### src/rtl/scan_sel_gen_pkg.sv
// Shared definitions for the digit scan controller: FSM encoding, digit count
// and a lowest-set-bit helper used for both the start digit and the wrap search.
package scan_sel_gen_pkg;

    localparam int NUM_DIG = 8;

    typedef enum logic [1:0] {
        ST_IDLE  = 2'd0,
        ST_BLANK = 2'd1,
        ST_SHOW  = 2'd2
    } state_t;

    function automatic logic [2:0] first_set(input logic [NUM_DIG-1:0] m);
        logic [2:0] idx;
        idx = '0;
        for (int i = NUM_DIG - 1; i >= 0; i--) begin
            if (m[i]) idx = 3'(i);
        end
        return idx;
    endfunction

endpackage

### src/rtl/scan_sel_gen_next_sel_pick.sv
// Combinational next-digit search: first enabled digit strictly above sel,
// wrapping to the lowest enabled one; wrap flags that the frame restarts.
module next_sel_pick
    import scan_sel_gen_pkg::*;
(
    input  logic [2:0]         sel,
    input  logic [NUM_DIG-1:0] mask,
    output logic [2:0]         nxt,
    output logic               wrap
);

    logic [3:0]           sh;
    logic [2*NUM_DIG-1:0] dbl;
    logic [NUM_DIG-1:0]   rot;
    logic [2:0]           ofs;

    // Rotating by sel+1 puts the digit just above sel at bit 0, so a single
    // bit of sel itself lands at bit 7 and the search returns sel with wrap set.
    always_comb begin
        sh   = {1'b0, sel} + 4'd1;
        dbl  = {mask, mask};
        rot  = dbl[sh +: NUM_DIG];
        ofs  = first_set(rot);
        nxt  = sel + ofs + 3'd1;
        wrap = (mask != '0) && (nxt <= sel);
    end

endmodule

### src/rtl/scan_sel_gen.sv
// Digit scan controller feeding a 3-to-8 decoder: per-slot blanking then show,
// masked digits skipped, and a double-buffered data word swapped at frame wrap.
module scan_sel_gen
    import scan_sel_gen_pkg::*;
#(
    parameter int SLOT_CYC  = 50000,
    parameter int BLANK_CYC = 16,
    parameter int CNT_W     = 16
) (
    input  logic               clk,
    input  logic               rst_n,
    input  logic               run,
    input  logic [NUM_DIG-1:0] digit_mask,
    input  logic [31:0]        data_in,
    input  logic               load,
    output logic [2:0]         sel,
    output logic               en,
    output logic [3:0]         nibble,
    output logic               frame_done
);

    state_t             state, state_d;
    logic [CNT_W-1:0]   cnt, cnt_d;
    logic [2:0]         sel_d;
    logic               en_d, fd_d;
    logic [3:0]         nibble_d;
    logic [31:0]        pending, pending_d;
    logic [31:0]        shadow, shadow_d;
    logic               pvld, pvld_d;
    logic [2:0]         nxt;
    logic               wrap;

    next_sel_pick u_pick (
        .sel  (sel),
        .mask (digit_mask),
        .nxt  (nxt),
        .wrap (wrap)
    );

    always_comb begin
        state_d   = state;
        cnt_d     = cnt;
        sel_d     = sel;
        en_d      = en;
        fd_d      = 1'b0;
        pending_d = pending;
        shadow_d  = shadow;
        pvld_d    = pvld;

        // While idle there is no frame in flight, so loads go straight to the display.
        if (load) begin
            pending_d = data_in;
            if (state == ST_IDLE) begin
                shadow_d = data_in;
                pvld_d   = 1'b0;
            end else begin
                pvld_d   = 1'b1;
            end
        end

        if (!run) begin
            state_d = ST_IDLE;
            cnt_d   = '0;
            en_d    = 1'b0;
        end else begin
            case (state)
                ST_IDLE: begin
                    cnt_d = '0;
                    en_d  = 1'b0;
                    if (digit_mask != '0) begin
                        sel_d   = first_set(digit_mask);
                        state_d = ST_BLANK;
                    end
                end
                ST_BLANK: begin
                    en_d  = 1'b0;
                    cnt_d = cnt + CNT_W'(1);
                    if (cnt == CNT_W'(BLANK_CYC - 1)) begin
                        state_d = ST_SHOW;
                        en_d    = 1'b1;
                    end
                end
                ST_SHOW: begin
                    en_d  = 1'b1;
                    cnt_d = cnt + CNT_W'(1);
                    if (cnt == CNT_W'(SLOT_CYC - 1)) begin
                        cnt_d = '0;
                        en_d  = 1'b0;
                        if (digit_mask == '0) begin
                            state_d = ST_IDLE;
                        end else begin
                            state_d = ST_BLANK;
                            sel_d   = nxt;
                            if (wrap) begin
                                fd_d = 1'b1;
                                // Old pending wins; a load on this edge waits a frame.
                                if (pvld) begin
                                    shadow_d = pending;
                                    pvld_d   = load;
                                end
                            end
                        end
                    end
                end
                default: begin
                    state_d = ST_IDLE;
                    cnt_d   = '0;
                    en_d    = 1'b0;
                end
            endcase
        end

        nibble_d = shadow_d[{sel_d, 2'b00} +: 4];
    end

    always_ff @(posedge clk or negedge rst_n) begin
        if (!rst_n) begin
            state      <= ST_IDLE;
            cnt        <= '0;
            sel        <= '0;
            en         <= 1'b0;
            nibble     <= '0;
            frame_done <= 1'b0;
            pending    <= '0;
            shadow     <= '0;
            pvld       <= 1'b0;
        end else begin
            state      <= state_d;
            cnt        <= cnt_d;
            sel        <= sel_d;
            en         <= en_d;
            nibble     <= nibble_d;
            frame_done <= fd_d;
            pending    <= pending_d;
            shadow     <= shadow_d;
            pvld       <= pvld_d;
        end
    end

endmodule

### config.mk
export PLATFORM = sky130hd
export DESIGN_NAME = scan_sel_gen
export DESIGN_NICKNAME = d
export VERILOG_FILES = /design/src/rtl/scan_sel_gen_pkg.sv /design/src/rtl/scan_sel_gen_next_sel_pick.sv /design/src/rtl/scan_sel_gen.sv
export SDC_FILE = /design/constraint.sdc
export NUM_CORES = 1
export LEC_CHECK = 0
export ABC_CLOCK_PERIOD_IN_PS = 4700
export BUFFER_PORTS_ARGS = -buffer_cell sky130_fd_sc_hd__buf_4
export CORE_ASPECT_RATIO = 1.5
export CORE_MARGIN = 2
export CORE_UTILIZATION = 50
export CTS_CLUSTER_SIZE = 30
export DETAILED_ROUTE_END_ITERATION = 12
export GPL_TIMING_DRIVEN = 0
export PLACE_DENSITY = 0.72
export SLEW_MARGIN = 10
export SYNTH_ARGS = -nofsm -noshare
export SYNTH_HDL_FRONTEND = slang
export SYNTH_HIERARCHICAL = 1
export SYNTH_SLANG_ARGS = --single-unit
### constraint.sdc
create_clock -name clk -period 4.7 [get_ports clk]
set_input_delay 0.94 -clock clk [delete_from_list [all_inputs] [get_ports clk]]
set_output_delay 0.94 -clock clk [all_outputs]
set_load 0.005 [all_outputs]
==> summary.md <==
| Metric | Value |
|---|---|
| TritonRoute pass-1 iters | `4` |
| Initial Utilization | `0.5175` |
| P per Cell Area | `563.3 mW/mm^2` |
| Total global-route track usage | `0.2486` |
| Complex-gate fraction of the synthesized area | `0.1507` |
| Fin Clk Skew | `0.006212 ns` |
| Area Overhead vs Synth | `22.75%` |
| Slew HR | `0.4598` |
| Post-synth top area cell | `dfrtp_1` |
| Least-Margin Pin Slew | `0.8103 ns` |
| Met2 wire len | `7038 um` |
| Initial antenna violation count | `0` |
| First-pass GRT wire length | `22010 um` |
| Reg power frac | `0.300` |
| CTS tree | `built` |
| Mux share of post-synthesis cell area | `0.1167` |
| Main flop type after synthesis | `dfrtp_1` |
| Port Buffers | `51` |
| Hold WC Path Type | `reg -> reg` |
| Seq/Total Area, Yosys | `0.4365` |
| Mapped Nets | `600` |
| Layout cell share with drive strength beyond 1 | `0.2986` |
| Hold Path Origin | `cnt[0]$_DFF_PN0_` |
| Reg2reg path depth | `23` |
| WL met1 | `5327 um` |
| R2r setup slk | `-0.27 ns` |
| Core area | `0.01019 mm^2` |
| Die Ht | `129.8 um` |
| Fillers | `839` |
| Leak Pwr | `0.002832 uW` |
| Register bit count reported by yosys | `92` |
| Hold Path Stages | `1` |
| Top area cells in the synthesized netlist | `dfrtp_1, mux2_2, nor2_1` |
| Status | `finished, violations left` |
| Synth unique cells | `57` |
| Top layer in use | `met4` |
| Largest net degree at the start of global routing | `93` |
| Final worst slack | `-0.2906 ns` |
| Initial DRC Count | `202` |
| Routed Antenna Nets | `0` |
| Critical R2R Launch | `sel[1]$_DFF_PN0_` |
| Mapped Area | `0.005274 mm^2` |
| Worst setup EP type | `flip-flop` |
| Sw frac | `0.3891` |
| Final Hold Fails | `0` |
| VDD IR-drop max | `0.3670 mV` |
| Maximum clock rate | `200.4 MHz` |
| EDFF count, synth | `0` |
| DRC violations left | `0` |
| Critical Path RT | `4.93 ns` |
| Failing checks | `negative setup slack` |
| Clk slew on worst S/H paths | `0.06 ns` |
| Post-synth top area share | `0.4365` |
| Overall die area | `0.01140 mm^2` |
| Placed standard-cell area | `0.005932 mm^2` |
| Gp weighted congestion | `0.9354` |
| Type of origin of the critical path | `input port` |
| Commonest cells after routing, fill and taps aside | `dfrtp_1, nor2_1, buf_4` |
| Htree depth | `3` |
| Final Setup Violations | `4` |
| Combinational power share | `0.506` |
| Inserted Clock Buffers | `9` |
| Syn Inst Count | `545` |
| Min Tclk post-route | `4.991 ns` |
| Clock share of power | `0.194` |
| Max-Cap Viols | `0` |
| Syn. warnings | `6` |
| Final instance area | `0.006474 mm^2` |
| Rows | `45` |
| Root Buffer | `clkbuf_16` |
| Combinational family with the most area after synthesis | `simple AND/OR/NAND/NOR gates` |
| WL final | `13230 um` |
| Drt wl/cell | `17.31 um` |
| Hpwl dp | `9408 um` |
| Synth async-reset ratio | `1.000` |
| Min-Delay Endpoint | `cnt[0]$_DFF_PN0_` |
| Fin crit share | `1.062` |
| R2r endpoint | `nibble[1]$_DFF_PN0_` |
| Mean number of vias per cell | `5.788` |
| Post-synthesis xor/xnor area fraction | `0.02823` |
| Crit path kind | `in -> reg` |
| Number of primary I/O pins | `53` |
| Simple-gate share of the synthesized area | `0.1931` |
| Total power | `3647 uW` |
| Met3 wire length | `481 um` |
| Grt ovf | `0` |
| Bufs on Longest Clock Path | `2` |
| Hold WS | `0.4624 ns` |
| Clock sink count | `92` |
| Area share of fa/ha/maj cells after synthesis | `0.02752` |
| Final slew viol count | `0` |
| Max FO, Critical Path | `5` |
| Vias in the first global route | `4599` |
| Critical Path AT | `5.22 ns` |
| Sum Neg Setup Slack | `-1.089 ns` |
| Clk_lat worst skew | `0.35 ns` |
| Diode count | `0` |
| Switching power | `1419 uW` |
| Post-layout nets | `673` |
| Routed vias | `4422` |
| Synthesized area per cell | `9.677 um^2` |
| RSZ-0062 raised after global routing | `yes` |
| Commonest non-fill, non-tap cell in the layout | `dfrtp_1` |
| Die boundary width | `87.86 um` |
| Pint | `2228 uW` |
-- sequential cells by signal (all words and copies together), names as in the netlist --
register	flops
state	2
pending	32
frame_done	1
pvld	1
nibble	4
shadow	32
sel	3
cnt	16
en	1
-- cell type report --
type	count	area, um^2	area share
timing repair buffer	62	513.0	0.07924
tap	141	176.4	0.02725
clock buffer	9	225.2	0.03479
multi-input combinational	404	2909	0.4494
inverter	16	62.56	0.009664
clock inverter	7	67.56	0.01044
buffer	33	217.7	0.03363
sequential	92	2302	0.3556
-- stage by stage --
stage | std cells | util | worst slack (ns)
2_1_floorplan | 545 | - | -0.02855
3_3_place_gp | 737 | 0.5821 | -0.8383
3_5_place_dp | 737 | 0.5821 | -0.9059
4_1_cts | 764 | 0.6264 | -0.3977
5_1_grt | 764 | 0.6352 | -0.5331
6_report | 764 | 0.6352 | -0.2906
-- cells by family (layout without fill, tap and decap cells) --
family,after synthesis,count (layout)
simple gates,206,206
compound gates,117,117
flops,92,92
mux,53,53
buf+inv,49,127
xor+xnor,17,17
fa+ha+maj,11,11
-- worst max-delay path by stage --
stage                   from                   to  slack, ns  depth (start not counted)
4_1_cts        digit_mask[7]  nibble[0]$_DFF_PN0_      -0.40                         23
2_1_floorplan  digit_mask[7]  nibble[0]$_DFF_PN0_      -0.03                         21
3_5_place_dp   digit_mask[7]  nibble[1]$_DFF_PN0_      -0.91                         22
3_3_place_gp   digit_mask[7]  nibble[0]$_DFF_PN0_      -0.84                         22
5_1_grt        digit_mask[7]  nibble[3]$_DFF_PN0_      -0.53                         23
6_report       digit_mask[7]  nibble[1]$_DFF_PN0_      -0.29                         23
-- worst max-delay path, cell delays in order --
cell,delay [ns]
buf_8,0.10
mux2_4,0.30
or3_4,0.33
a311oi_2,0.23
a311o_1,0.17
o211ai_2,0.12
ha_2,0.20
fa_2,0.35
xnor2_2,0.16
xnor2_2,0.15
ha_1,0.30
a21oi_1,0.15
a31oi_1,0.07
a31oi_1,0.22
and2_1,0.18
nand4_1,0.09
buf_4,0.21
clkbuf_4,0.21
nor2_4,0.13
o21ai_1,0.11
a211oi_2,0.26
a31oi_1,0.06
and3_1,0.18
-- Yosys cell counts (2+ instances only) --
| cell type | count |
|---|---|
| a31oi_1 | 9 |
| a21o_1 | 3 |
| mux2i_1 | 11 |
| o21ai_0 | 35 |
| and3_1 | 41 |
| xor2_1 | 9 |
| or3_1 | 3 |
| buf_1 | 2 |
| ha_1 | 10 |
| a211oi_1 | 37 |
| nor3b_1 | 2 |
| nor4_1 | 4 |
| nor2_1 | 98 |
| inv_1 | 14 |
| and2_1 | 2 |
| nand4_1 | 4 |
| xnor2_1 | 8 |
| a21oi_1 | 9 |
| o211ai_1 | 5 |
| nor2b_1 | 3 |
| a211o_1 | 4 |
| o211ai_2 | 2 |
| nand3_1 | 15 |
| clkbuf_1 | 17 |
| nand2_1 | 21 |
| dfrtp_1 | 92 |
| nor3_1 | 4 |
| nor4_4 | 2 |
| buf_6 | 5 |
| buf_2 | 7 |
| or4_4 | 2 |
| o21ai_2 | 3 |
| mux2_2 | 38 |
-- per-layer routing --
layer / track usage / vias up
li1: - / 2100
met3: 0.04997 / 32
met2: 0.4394 / 109
met1: 0.2950 / 2181
met4: 0.09412 / 0
met5: 0 / -
-- power by group through the flow --
stage / registers (uW) / clock network, uW / logic [uW]
floorplan: 1080 / 0 / 1240
global placement: 1090 / 0 / 1630
detailed placement: 1100 / 0 / 1690
CTS: 1090 / 717 / 1780
global route: 1110 / 747 / 2030
finish: 1090 / 708 / 1840
-- repair_timing --
| action | CTS | global route |
|---|---|---|
| setup endpoints to repair | 23 | 37 |
| cloned | 2 | 0 |
| endpoints found under the hold margin | 0 | 0 |
| hold buffers | 0 | 0 |
| pin swaps | 11 | 10 |
| gates resized for setup | 19 | 23 |
| setup buffers | 9 | 0 |
Power figures use the tool's default switching activity.
